File: config.mk
export PLATFORM = sky130hd
export DESIGN_NAME = streaming_unit
export DESIGN_NICKNAME = d
export VERILOG_FILES = /design/src/rtl/lbm_pkg.sv /design/src/rtl/stream_dir_addr.sv /design/src/rtl/streaming_unit.sv
export SDC_FILE = /design/constraint.sdc
export NUM_CORES = 1
export LEC_CHECK = 0
export BUFFER_PORTS_ARGS = -buffer_cell sky130_fd_sc_hd__buf_2
export CAP_MARGIN = 20
export CORE_MARGIN = 2
export CORE_UTILIZATION = 40
export CTS_BUF_LIST = sky130_fd_sc_hd__clkbuf_4 sky130_fd_sc_hd__clkbuf_8
export DETAILED_ROUTE_END_ITERATION = 10
export HOLD_SLACK_MARGIN = 0.02
export PLACE_DENSITY = 0.71
export SLEW_MARGIN = 15
export SYNTH_ARGS = -nofsm -noshare
export SYNTH_HDL_FRONTEND = slang
export SYNTH_SLANG_ARGS = --single-unit
File: constraint.sdc
create_clock -name clk -period 3.3 [get_ports clk]
set_input_delay 0.33 -clock clk [delete_from_list [all_inputs] [get_ports clk]]
set_output_delay 0.33 -clock clk [all_outputs]
set_load 0.01 [all_outputs]
File: src/rtl/lbm_pkg.sv
// ============================================================================
// Module      : lbm_pkg
// Description : Shared definitions for the D2Q9 lattice-Boltzmann streaming
//               address generator: direction count, direction-slot indices,
//               coordinate types and the periodic single-step wrap helper.
// Config      : none (BOUNCEBACK_EN is consumed by stream_dir_addr)
// Revision    : 1.0 - initial release
// ============================================================================
`default_nettype none

package lbm_pkg;

    // Number of lattice directions in D2Q9.
    localparam int Q = 9;

    // Default grid geometry; the top module re-derives these from its own
    // parameters, these only size the package-level coordinate type.
    localparam int GRID_DIM_DEF  = 256;
    localparam int ADDRESS_WIDTH = $clog2(GRID_DIM_DEF) + 1;

    // Direction-slot indices. Row 0 is the north edge, so +cy points south.
    // The slots are independent; these names only document the usual layout.
    localparam int DIR_SE   = 0;   // (+1,+1)
    localparam int DIR_SW   = 1;   // (-1,+1)
    localparam int DIR_NW   = 2;   // (-1,-1)
    localparam int DIR_NE   = 3;   // (+1,-1)
    localparam int DIR_S    = 4;   // ( 0,+1)
    localparam int DIR_W    = 5;   // (-1, 0)
    localparam int DIR_N    = 6;   // ( 0,-1)
    localparam int DIR_E    = 7;   // (+1, 0)
    localparam int DIR_REST = 8;   // ( 0, 0)

    // Signed coordinate at the default address width.
    typedef logic signed [ADDRESS_WIDTH-1:0] coord_t;

    // Wide signed working type. Sums are sign-extended into this so the
    // wrap and linearisation arithmetic never overflows for any legal width.
    localparam int WIDE_W = 32;
    typedef logic signed [WIDE_W-1:0] wide_t;

    // Single periodic wrap step: valid while |velocity| <= side.
    function automatic wide_t wrap_coord(input wide_t d, input wide_t side);
        wide_t r;
        r = d;
        if (d < 0) begin
            r = d + side;
        end else if (d >= side) begin
            r = d - side;
        end
        return r;
    endfunction

    // True when a coordinate lies inside 0..side-1.
    function automatic logic in_grid(input wide_t d, input wide_t side);
        return (d >= 0) && (d < side);
    endfunction

endpackage : lbm_pkg

`default_nettype wire

File: src/rtl/stream_dir_addr.sv
// ============================================================================
// Module      : stream_dir_addr
// Description : Combinational destination-address computation for one
//               streaming direction: coordinate sum, periodic wrap (or wall
//               detection when BOUNCEBACK_EN is defined) and linearisation.
// Config      : BOUNCEBACK_EN - solid walls, out-of-grid moves return the
//               source address and raise wall_o.
// Ports       : x_i, y_i    source cell coordinates (signed, AW bits)
//               cx_i, cy_i  velocity components for this slot (-1/0/+1)
//               addr_o      linear destination address (unsigned, AW bits)
//               wall_o      move left the grid (always 0 without bounceback)
// Revision    : 1.0 - initial release
// ============================================================================
`default_nettype none

module stream_dir_addr
    import lbm_pkg::*;
#(
    parameter int SIDE_LENGTH = 16,
    parameter int AW          = 9
) (
    input  logic signed [AW-1:0] x_i,
    input  logic signed [AW-1:0] y_i,
    input  logic signed [AW-1:0] cx_i,
    input  logic signed [AW-1:0] cy_i,
    output logic        [AW-1:0] addr_o,
    output logic                 wall_o
);

    localparam wide_t SIDE_W = wide_t'(SIDE_LENGTH);

    // Sums are formed one bit wider than the inputs so that e.g. x=max
    // plus +1 can never alias to a negative value before wrapping.
    logic signed [AW:0] dx_sum;
    logic signed [AW:0] dy_sum;
    wide_t              dx_w;
    wide_t              dy_w;

    assign dx_sum = {x_i[AW-1], x_i} + {cx_i[AW-1], cx_i};
    assign dy_sum = {y_i[AW-1], y_i} + {cy_i[AW-1], cy_i};
    assign dx_w   = wide_t'(dx_sum);
    assign dy_w   = wide_t'(dy_sum);

`ifdef BOUNCEBACK_EN
    wide_t src_lin;
    logic  hit_wall;

    assign src_lin  = wide_t'(y_i) * SIDE_W + wide_t'(x_i);
    assign hit_wall = !in_grid(dx_w, SIDE_W) || !in_grid(dy_w, SIDE_W);

    always_comb begin
        wall_o = hit_wall;
        // A blocked population stays in its own cell.
        addr_o = AW'(hit_wall ? src_lin : (dy_w * SIDE_W + dx_w));
    end
`else
    always_comb begin
        wall_o = 1'b0;
        addr_o = AW'(wrap_coord(dy_w, SIDE_W) * SIDE_W + wrap_coord(dx_w, SIDE_W));
    end
`endif

endmodule : stream_dir_addr

`default_nettype wire

File: src/rtl/streaming_unit.sv
// ============================================================================
// Module      : streaming_unit
// Description : Streaming-step address generator for a D2Q9 LBM core on a
//               SIDE_LENGTH x SIDE_LENGTH grid. For one source cell it emits
//               the linear write address for each of the 9 directions after
//               exactly one registered stage. No backpressure.
// Config      : BOUNCEBACK_EN - solid walls instead of periodic wrap;
//               wall_mask reports which directions hit a wall.
// Ports       : clk             rising-edge clock
//               reset           asynchronous active-high reset
//               in_valid        x/y/cx/cy qualify this cycle
//               x, y            source column/row (signed, AW bits)
//               cx, cy          packed velocity slots, slot i = [i*AW +: AW]
//               out_valid       outputs carry a fresh result
//               write_addresses packed destination addresses, same layout
//               coord_err       source x or y was outside 0..SIDE_LENGTH-1
//               wall_mask       bit i: direction i blocked by a wall
// Revision    : 1.0 - initial release
// ============================================================================
`default_nettype none

module streaming_unit
    import lbm_pkg::*;
#(
    parameter int GRID_DIM      = 256,
    parameter int SIDE_LENGTH   = GRID_DIM / 16,
    parameter int ADDRESS_WIDTH = $clog2(GRID_DIM) + 1
) (
    input  logic                              clk,
    input  logic                              reset,
    input  logic                              in_valid,
    input  logic signed [ADDRESS_WIDTH-1:0]   x,
    input  logic signed [ADDRESS_WIDTH-1:0]   y,
    input  logic signed [Q*ADDRESS_WIDTH-1:0] cx,
    input  logic signed [Q*ADDRESS_WIDTH-1:0] cy,
    output logic                              out_valid,
    output logic        [Q*ADDRESS_WIDTH-1:0] write_addresses,
    output logic                              coord_err,
    output logic        [Q-1:0]               wall_mask
);

    localparam int    AW     = ADDRESS_WIDTH;
    localparam wide_t SIDE_W = wide_t'(SIDE_LENGTH);

    // ------------------------------------------------------------------
    // Next-state (combinational) values
    // ------------------------------------------------------------------
    logic [Q*AW-1:0] addr_d;
    logic [Q-1:0]    wall_d;
    logic            coord_err_d;

    // ------------------------------------------------------------------
    // Output registers
    // ------------------------------------------------------------------
    logic            valid_q;
    logic [Q*AW-1:0] addr_q;
    logic [Q-1:0]    wall_q;
    logic            coord_err_q;

    // One address slice per direction; slots carry no ordering relation.
    generate
        for (genvar i = 0; i < Q; i++) begin : g_dir
            stream_dir_addr #(
                .SIDE_LENGTH (SIDE_LENGTH),
                .AW          (AW)
            ) u_dir (
                .x_i    (x),
                .y_i    (y),
                .cx_i   (cx[i*AW +: AW]),
                .cy_i   (cy[i*AW +: AW]),
                .addr_o (addr_d[i*AW +: AW]),
                .wall_o (wall_d[i])
            );
        end
    endgenerate

    // Source-coordinate range check; addresses are still produced by the
    // normal rule so downstream logic sees a defined value either way.
    assign coord_err_d = !in_grid(wide_t'(x), SIDE_W) || !in_grid(wide_t'(y), SIDE_W);

    // Valid follows in_valid every cycle; data registers only load on a
    // valid input and otherwise keep the last result.
    always_ff @(posedge clk or posedge reset) begin
        if (reset) begin
            valid_q     <= 1'b0;
            addr_q      <= '0;
            wall_q      <= '0;
            coord_err_q <= 1'b0;
        end else begin
            valid_q <= in_valid;
            if (in_valid) begin
                addr_q      <= addr_d;
                wall_q      <= wall_d;
                coord_err_q <= coord_err_d;
            end
        end
    end

    assign out_valid       = valid_q;
    assign write_addresses = addr_q;
    assign coord_err       = coord_err_q;
    assign wall_mask       = wall_q;

endmodule : streaming_unit

`default_nettype wire

==> results.sh, run 1 <==
export IMPL_clk_latency_ns=0.41
export IMPL_drtIter0Drc=681
export IMPL_htree_levels=3
export IMPL_path_class="in2reg"
export IMPL_antenna_found_initial=6
export IMPL_fin_crit_ns=4.097
export IMPL_final_antenna_net_count=0
export IMPL_timing_final_crit_share=1.242
export IMPL_worstMarginPinSlew_ns=0.5943
export IMPL_drv_cap=0
export IMPL_cts_buffers=9
export IMPL_syn_avg_cell_area_um2=8.940
export IMPL_dieArea_um2=31600
export IMPL_hold_viol=0
export IMPL_slew_violations=0
export IMPL_clock_sinks=83
export IMPL_wl_mm=45.66
export IMPL_powerDensity_nw_per_um2=484.5
export IMPL_die_h_um=177.8
export IMPL_syn_cell_area_um2=12080
export IMPL_final_common_cell="buf_4"
export IMPL_final_layout_size_suffix_gt1_frac=0.4990
export IMPL_synth_cell_type_count=84
export IMPL_synth_edff_count=0
export IMPL_ys_warnings_count=0
export IMPL_hpwl_mm=34.01
export IMPL_syn_inst=1351
export IMPL_rsz0062_at_grt="true"
export IMPL_path_clk_slew_ns=0.11
export IMPL_wl_per_cell_um=18.91
export IMPL_grt_overflow_total=0
export IMPL_cts_buffer_depth=2
export IMPL_layout_common_cells="365 x buf_4, 258 x buf_2, 164 x ha_1"
export IMPL_async_reset_ff_frac=1.000
export IMPL_ir_worst_vdd_mv=0.2947
export IMPL_root_buffer="clkbuf_8"
export IMPL_fin_ws_ns=-0.7973
export IMPL_coreArea_um2=29720
export IMPL_via_per_inst=5.478
export IMPL_row_count=63
export IMPL_startpoint_type="input port"
export IMPL_syn_to_final_growth_pct=56.75
export IMPL_min_path_type="in2reg"
export IMPL_fin_hold_ws_ns=0.2871
export IMPL_place_area_um2=16920
export IMPL_seq_area_frac_synth=0.1720
export IMPL_grt_pass1_wl_mm=68.21
export IMPL_firstDrtPassIters=7
export IMPL_die_w_um=177.8
export IMPL_globalplace_congestion=0.9038
export IMPL_design_area_um2=18930
export IMPL_arrival_ns=4.40
export IMPL_end_kind="flip-flop"
export IMPL_fmax_mhz=244.1
export IMPL_synth_ff_type="dfrtp_1"
export IMPL_port_buffers=265
export IMPL_ios=275
export IMPL_dp_cells=2307
export IMPL_status="finished, violations left"
export IMPL_drc=0
export IMPL_grt_pass1_vias=13346
export IMPL_worstPathRequired_ns=3.61
export IMPL_relSlewSlack=0.6038
export IMPL_cp_max_fo=6
export IMPL_violations="setup timing"
export IMPL_vias=13224
export IMPL_finalNonFillerCells=2414
export IMPL_grt_max_degree=60
export IMPL_nNetsFinal=2452
export IMPL_p_leak_uw=0.009210
export IMPL_initial_core_util=0.4064
export IMPL_finClkSkew_ns=0
export IMPL_cts_tree="yes"
export IMPL_synth_seq_cells=83
export IMPL_setup_violations_final=33
export IMPL_gr_usage_all_layers=0.2778
[kinds of logic after synthesis]
logic type               synth area share
flip-flops                         0.1720
adder cells (fa/ha/maj)            0.2778
buffers and inverters             0.03667
AND/OR/NAND/NOR                    0.1278
AO/OA/AOI/OAI                      0.2111
XOR/XNOR                           0.1092
multiplexers                      0.06506
other                           0.0003105
[where the power goes]
| part | total (uW) | switching (uW) | internal (uW) |
|---|---|---|---|
| sequential | 1590 | 216 | 1380 |
| clock | 805 | 504 | 301 |
| combinational | 6780 | 3110 | 3670 |
[cell type report]
cell class	instances	area (um^2)
repair buffers	671	4669
inverters	85	321.6
fillers	2298	10790
multi-input cells	1167	11180
clock buffers	10	137.6
well taps	390	488.0
clock inverters	6	48.80
diodes	2	5.005
flip-flops and latches	83	2077
[synthesized netlist by cell type (4+ instances only)]
library cell / count / share of area
ha_1: 225 / 0.23
a21oi_1: 108 / 0.045
xnor2_1: 104 / 0.075
nor2_1: 91 / 0.028
inv_1: 84 / 0.026
dfrtp_1: 83 / 0.17
nand2_1: 60 / 0.019
a21o_1: 59 / 0.037
mux2_2: 55 / 0.051
o21ai_0: 45 / 0.019
xor2_1: 44 / 0.032
nand3_1: 33 / 0.014
nor3_1: 32 / 0.013
fa_1: 27 / 0.045
a211oi_1: 19 / 0.012
clkbuf_1: 15 / 0.0047
a31oi_1: 14 / 0.0073
mux2i_1: 14 / 0.012
o211ai_1: 13 / 0.0081
o21a_1: 12 / 0.0075
o21bai_1: 12 / 0.0075
nand2b_1: 11 / 0.0057
nor2b_1: 11 / 0.0057
o21ai_1: 11 / 0.0046
o22ai_1: 11 / 0.0057
or2_2: 11 / 0.0057
buf_4: 9 / 0.0056
and3_1: 8 / 0.0041
nor4_1: 8 / 0.0041
or4_1: 7 / 0.0044
a41oi_1: 6 / 0.0044
nand4_1: 6 / 0.0031
o2111ai_1: 6 / 0.0044
o31a_1: 6 / 0.0044
a211o_1: 5 / 0.0036
nor3b_1: 5 / 0.0031
o41ai_1: 5 / 0.0036
a221oi_1: 4 / 0.0029
a22oi_1: 4 / 0.0025
nand3b_1: 4 / 0.0025
o31ai_1: 4 / 0.0025
[sequential cells by signal (all words and copies together), names as in the netlist]
signal           cells
write_addresses     81
out_valid            1
coord_err            1
[worst paths after layout]
path                                    start             endpoint  slack, ns  depth (start not counted)
hold / removal                       in_valid            out_valid       0.29                          1
min in group asynchronous               reset  write_addresses[28]       0.52                          3
max in group asynchronous               reset  write_addresses[56]       2.08                          4
setup / recovery                         x[3]  write_addresses[62]      -0.80                         26
setup reg to reg           write_addresses[7]   write_addresses[7]       2.49                          1
hold reg to reg            write_addresses[3]   write_addresses[3]       0.50                          1
[timing repair]
item / in CTS / in global routing
pin swaps: 153 / 142
endpoints found under the setup margin: 36 / 38
buffers inserted: 81 / 26
hold buffers: 1 / 0
endpoints found under the hold margin: 38 / 0
resized for setup: 135 / 105
[routing by layer]
layer / track usage / wire length [um] / up-vias
met1: 0.3399 / 19100 / 6378
met4: 0.1134 / 1968 / 10
met5: 0 / 74 / -
met3: 0.04584 / 2527 / 115
li1: - / - / 6322
met2: 0.4829 / 21990 / 399
[per-stage QoR]
| step | power, uW | setup WS [ns] | utilization | setup TNS [ns] |
|---|---|---|---|---|
| floorplan | 4974 | -0.8921 | - | -7.754 |
| global placement | 7041 | -1.166 | 0.5694 | -29.85 |
| finish | 9173 | -0.7973 | 0.6371 | -12.32 |
| detailed placement | 7228 | -1.313 | 0.5694 | -33.75 |
| global route | 9819 | -1.040 | 0.6369 | -16.76 |
| CTS | 8671 | -0.6991 | 0.6172 | -9.662 |
[worst max-delay path, stage by stage]
cell and delay [ns]:
buf_6 0.15, ha_1 0.34, a21o_1 0.18, nand2_1 0.08, nand2_1 0.06, nor2_2 0.15
xor2_2 0.24, ha_4 0.17, nor4b_4 0.17, nand4bb_1 0.17, nand3_1 0.13, mux2i_1 0.10
nor3b_4 0.18, buf_4 0.14, nor2_2 0.10, a21oi_1 0.05, mux2i_1 0.21, inv_1 0.10
fa_2 0.41, inv_1 0.06, a21o_1 0.12, a21oi_2 0.05, xnor2_1 0.18, xnor2_1 0.15
xnor2_1 0.10, mux2_4 0.26
Power figures use the tool's default switching activity.
==> run 2: changes to the inputs <==
Settings changed: BUFFER_PORTS_ARGS -buffer_cell sky130_fd_sc_hd__buf_2 to -buffer_cell sky130_fd_sc_hd__clkbuf_2.
==> results.sh, run 2 (same netlist as run 1, synthesis figures left out) <==
export IMPL_status="finished, violations left"
export IMPL_violations="setup timing"
export IMPL_timing_rr_start="write_addresses[4]"
export IMPL_finalPower_uw=9229
export IMPL_r2r_end="write_addresses[4]"
export IMPL_switching_share=0.4129
export IMPL_cts_buffer_depth=2
export IMPL_dieArea_um2=31600
export IMPL_wl_met1_mm=19.08
export IMPL_worstPathRequired_ns=3.59
export IMPL_drv_cap=0
export IMPL_min_path_type="in2reg"
export IMPL_holdPathStages=3
export IMPL_slew_violations=0
export IMPL_drtIter0Drc=563
export IMPL_largest_reg_flops=81
export IMPL_cts_tree="yes"
export IMPL_vias=13320
export IMPL_place_area_um2=17050
export IMPL_path_class="in2reg"
export IMPL_hold_viol=0
export IMPL_via_per_inst=5.484
export IMPL_wl_per_cell_um=18.83
export IMPL_firstDrtPassIters=5
export IMPL_finalNonFillerCells=2429
export IMPL_whs_endpoint="write_addresses[18]"
export IMPL_layout_common_cells="371 x buf_4, 259 x clkbuf_2, 162 x ha_1"
export IMPL_routed_top_layer="met5"
export IMPL_die_h_um=177.8
export IMPL_fin_crit_ns=4.125
export IMPL_setup_violations_final=35
export IMPL_power_frac_seq=0.174
export IMPL_dp_cells=2321
export IMPL_die_w_um=177.8
export IMPL_clock_sinks=83
export IMPL_root_buffer="clkbuf_8"
export IMPL_relSlewSlack=0.5992
export IMPL_cts_buffers=9
export IMPL_ios=275
export IMPL_finClkSkew_ns=0
export IMPL_initial_core_util=0.4064
export IMPL_clk_latency_ns=0.40
export IMPL_p_int_uw=5418
export IMPL_grt_overflow_total=0
export IMPL_worstMarginPinSlew_ns=0.6004
export IMPL_wl_mm=45.74
export IMPL_grt_pass1_wl_mm=68.36
export IMPL_routed_wl_met3_mm=2.228
export IMPL_final_common_cell="buf_4"
export IMPL_htree_levels=3
export IMPL_row_count=63
export IMPL_final_layout_size_suffix_gt1_frac=0.5034
export IMPL_powerDensity_nw_per_um2=480.3
export IMPL_hpwl_mm=35.29
export IMPL_end_kind="flip-flop"
export IMPL_design_area_um2=19210
export IMPL_ir_worst_vdd_mv=0.3124
export IMPL_port_buffers=265
export IMPL_startpoint_type="input port"
export IMPL_antenna_found_initial=2
export IMPL_reg2reg_depth=1
export IMPL_path_clk_slew_ns=0.11
export IMPL_arrival_ns=4.41
export IMPL_comb_power_share=0.743
export IMPL_rsz0062_at_grt="true"
export IMPL_r2r_slack_ns=2.49
export IMPL_fin_ws_ns=-0.8246
export IMPL_timing_final_crit_share=1.250
export IMPL_wl_met2_mm=22.02
export IMPL_fmax_mhz=242.4
export IMPL_power_switching_uw=3811
export IMPL_p_leak_uw=0.009417
export IMPL_drc=0
export IMPL_fillCellCount=2299
export IMPL_gr_usage_all_layers=0.2783
export IMPL_syn_to_final_growth_pct=59.09
export IMPL_pwr_share_clk=0.083
export IMPL_cp_max_fo=6
export IMPL_coreArea_um2=29720
export IMPL_final_antenna_net_count=0
export IMPL_fin_hold_ws_ns=0.3087
export IMPL_grt_pass1_vias=13384
export IMPL_grt_max_degree=70
export IMPL_nNetsFinal=2469
export IMPL_hp_start="cx[18]"
export IMPL_globalplace_congestion=0.9562
-- run 2: final cells by class --
cell class	instances	area [um^2]	area share
Antenna cell	1	2.502	0.0001302
Timing Repair Buffer	688	4918	0.2560
Tap cell	390	488.0	0.02540
Clock inverter	2	12.51	0.0006512
Inverter	85	321.6	0.01673
Sequential cell	83	2077	0.1081
Clock buffer	13	160.2	0.008335
Multi-Input combinational cell	1167	11230	0.5847
-- run 2: how the worst max path moves through the flow --
stage                          end  depth (start not counted)  slack [ns]  from
2_1_floorplan  write_addresses[62]                         24       -0.89  x[0]
3_3_place_gp   write_addresses[62]                         25       -1.12  x[0]
3_5_place_dp   write_addresses[62]                         25       -1.21  x[0]
4_1_cts        write_addresses[62]                         25       -0.64  x[1]
5_1_grt        write_addresses[62]                         25       -1.07  x[1]
6_report       write_addresses[26]                         24       -0.82  x[1]
-- run 2: per-stage QoR --
| step | utilization | setup WS, ns | setup TNS (ns) |
|---|---|---|---|
| global placement | 0.5738 | -1.119 | -28.80 |
| detailed placement | 0.5738 | -1.211 | -32.07 |
| global route | 0.6466 | -1.074 | -20.02 |
| floorplan | - | -0.8921 | -7.754 |
| finish | 0.6466 | -0.8246 | -14.14 |
| CTS | 0.6162 | -0.6410 | -10.15 |
-- run 2: power by group through the flow --
stage | logic, uW | registers [uW] | clock network (uW)
after floorplan | 3240 | 1740 | 0
after global placement | 5520 | 1610 | 0
after CTS | 6190 | 1600 | 769
after detailed placement | 5690 | 1620 | 0
final | 6860 | 1610 | 763
after global routing | 7420 | 1640 | 809
-- run 2: worst max-delay path, stage by stage --
cell	delay, ns
clkbuf_16	0.12
buf_12	0.13
ha_4	0.22
a21o_1	0.19
a221o_2	0.38
buf_6	0.13
o41ai_4	0.36
xnor2_2	0.13
or3b_4	0.41
buf_6	0.14
nor3_4	0.17
buf_4	0.16
nor2_2	0.04
a21oi_2	0.09
mux2i_1	0.10
inv_1	0.10
fa_2	0.21
inv_1	0.04
a21o_1	0.16
a21oi_2	0.15
xnor2_1	0.14
xnor2_1	0.15
xnor2_1	0.09
mux2_4	0.26
-- run 2: layer usage --
metal,up-vias,GRT usage
li1,6338,-
met1,6414,0.3410
met2,432,0.4830
met5,-,0
met3,134,0.03128
met4,2,0.1370
-- run 2: timing repair --
item / CTS / global route
endpoints found under the hold margin: 0 / 14
pin swaps: 145 / 124
cloned: 0 / 0
hold buffers: 0 / 1
setup endpoints to repair: 36 / 37
gates resized for setup: 114 / 128
buffers inserted: 60 / 46
==> run 3: changes to the inputs <==
Settings changed: PLACE_DENSITY 0.71 to 0.73.
Clock period 3.3 ns to 3.7 ns, I/O delays scaled along.
==> results.sh, run 3 (same netlist as run 1, synthesis figures left out) <==
export IMPL_status="finished, violations left"
export IMPL_violations="setup timing"
export IMPL_die_h_um=177.8
export IMPL_syn_to_final_growth_pct=53.03
export IMPL_drc=0
export IMPL_globalplace_congestion=0.9074
export IMPL_end_kind="flip-flop"
export IMPL_cts_tree="yes"
export IMPL_vias=13068
export IMPL_grt_pass1_wl_mm=65.33
export IMPL_final_common_cell="buf_4"
export IMPL_design_area_um2=18480
export IMPL_setup_violations_final=24
export IMPL_place_area_um2=16640
export IMPL_rsz0062_at_grt="true"
export IMPL_dieArea_um2=31600
export IMPL_pwr_share_clk=0.099
export IMPL_startpoint_type="input port"
export IMPL_cts_buffers=9
export IMPL_row_count=63
export IMPL_finClkSkew_ns=0
export IMPL_ir_worst_vdd_mv=0.2284
export IMPL_grt_pass1_vias=13009
export IMPL_worstMarginPinSlew_ns=0.8800
export IMPL_p_int_uw=4746
export IMPL_timing_final_crit_share=1.147
export IMPL_drtIter0Drc=624
export IMPL_initial_core_util=0.4064
export IMPL_coreArea_um2=29720
export IMPL_reg2reg_depth=1
export IMPL_p_leak_uw=0.009113
export IMPL_hpwl_mm=33.81
export IMPL_fmax_mhz=235.7
export IMPL_power_switching_uw=3312
export IMPL_relSlewSlack=0.4134
export IMPL_final_antenna_net_count=0
export IMPL_cp_max_fo=4
export IMPL_final_layout_size_suffix_gt1_frac=0.4810
export IMPL_fin_ws_ns=-0.5430
export IMPL_slew_violations=0
export IMPL_comb_power_share=0.724
export IMPL_gr_usage_all_layers=0.2666
export IMPL_clk_latency_ns=0.41
export IMPL_largest_reg_flops=81
export IMPL_crit_end="write_addresses[62]"
export IMPL_path_class="in2reg"
export IMPL_htree_levels=3
export IMPL_wl_mm=44.33
export IMPL_antenna_found_initial=6
export IMPL_powerDensity_nw_per_um2=436.0
export IMPL_cts_buffer_depth=2
export IMPL_power_frac_seq=0.176
export IMPL_die_w_um=177.8
export IMPL_timing_rr_start="write_addresses[62]"
export IMPL_hold_viol=0
export IMPL_pre_cts_slack_ns=-1.045
export IMPL_ios=275
export IMPL_startpoint="x[0]"
export IMPL_n_antenna_cell=0
export IMPL_drv_cap=0
export IMPL_min_path_type="in2async"
export IMPL_worstPathRequired_ns=4.01
export IMPL_r2r_slack_ns=2.90
export IMPL_finalSetupTns_ns=-5.277
export IMPL_fin_crit_ns=4.243
export IMPL_switching_share=0.4110
export IMPL_layout_common_cells="354 x buf_4, 258 x clkbuf_2, 173 x ha_1"
export IMPL_grt_overflow_total=0
export IMPL_cts_hold_buf=0
export IMPL_arrival_ns=4.56
export IMPL_firstDrtPassIters=5
export IMPL_clock_sinks=83
export IMPL_root_buffer="clkbuf_8"
export IMPL_wl_per_cell_um=18.56
export IMPL_r2r_end="write_addresses[62]"
export IMPL_grt_max_degree=62
export IMPL_port_buffers=265
export IMPL_via_per_inst=5.472
export IMPL_path_clk_slew_ns=0.10
export IMPL_nNetsFinal=2429
run 3: through the flow:
stage	power, uW	instances	hold WS [ns]	utilization
2_1_floorplan	4356	1359	0.4014	-
3_3_place_gp	6204	2294	0.4677	0.5601
3_5_place_dp	6349	2294	0.4690	0.5601
4_1_cts	7384	2351	0.1402	0.5893
5_1_grt	8628	2388	0.1914	0.6220
6_report	8058	2388	0.1071	0.6220
run 3: per-layer routing:
layer	vias up	routed length, um	global-route usage	part of all wire
met4	8	1533	0.1110	0.035
met1	6291	18550	0.3231	0.42
met3	97	2566	0.04991	0.058
li1	6270	-	-	-
met5	-	54	0	0.0012
met2	402	21630	0.4616	0.49
run 3: cell type report:
type | instances | area [um^2]
Inverter | 85 | 321.6
Clock inverter | 5 | 77.57
Sequential cell | 83 | 2077
Clock buffer | 10 | 137.6
Fill cell | 2427 | 11230
Multi-Input combinational cell | 1167 | 10990
Timing Repair Buffer | 648 | 4394
Tap cell | 390 | 488.0
run 3: power by group through the flow:
stage	clock network (uW)	registers (uW)	logic [uW]
2_1_floorplan	0	1550	2810
3_3_place_gp	0	1420	4780
3_5_place_dp	0	1430	4920
4_1_cts	805	1420	5160
5_1_grt	837	1450	6340
6_report	801	1420	5840
run 3: worst min path at each step:
| stage | from | endpoint | slack [ns] | depth (start not counted) |
|---|---|---|---|---|
| 2_1_floorplan | in_valid | out_valid | 0.40 | 0 |
| 4_1_cts | reset | write_addresses[47] | 0.14 | 2 |
| 6_report | reset | write_addresses[47] | 0.11 | 2 |
| 3_5_place_dp | write_addresses[3] | write_addresses[3] | 0.47 | 1 |
| 5_1_grt | reset | write_addresses[47] | 0.19 | 2 |
| 3_3_place_gp | write_addresses[3] | write_addresses[3] | 0.47 | 1 |
run 3: worst max-delay path: stages:
cell,delay [ns]
clkbuf_16,0.15
ha_4,0.17
fa_2,0.34
a21o_1,0.20
a21oi_2,0.19
xor2_2,0.18
inv_2,0.07
ha_4,0.16
nor4bb_4,0.14
o211ai_1,0.12
nand3_1,0.11
mux2i_1,0.19
nor3b_4,0.28
nand2_1,0.10
xnor2_1,0.19
ha_2,0.21
inv_2,0.05
fa_2,0.38
inv_1,0.07
a21o_1,0.12
a21oi_2,0.06
xnor2_2,0.14
xnor2_2,0.15
xnor2_1,0.14
mux2_4,0.27
run 3: repair_timing:
item / 4_1_cts / 5_1_grt
hold endpoints to repair: 0 / 0
buffers inserted: 45 / 44
resized for setup: 67 / 143
pin swaps: 103 / 148
setup endpoints to repair: 27 / 28
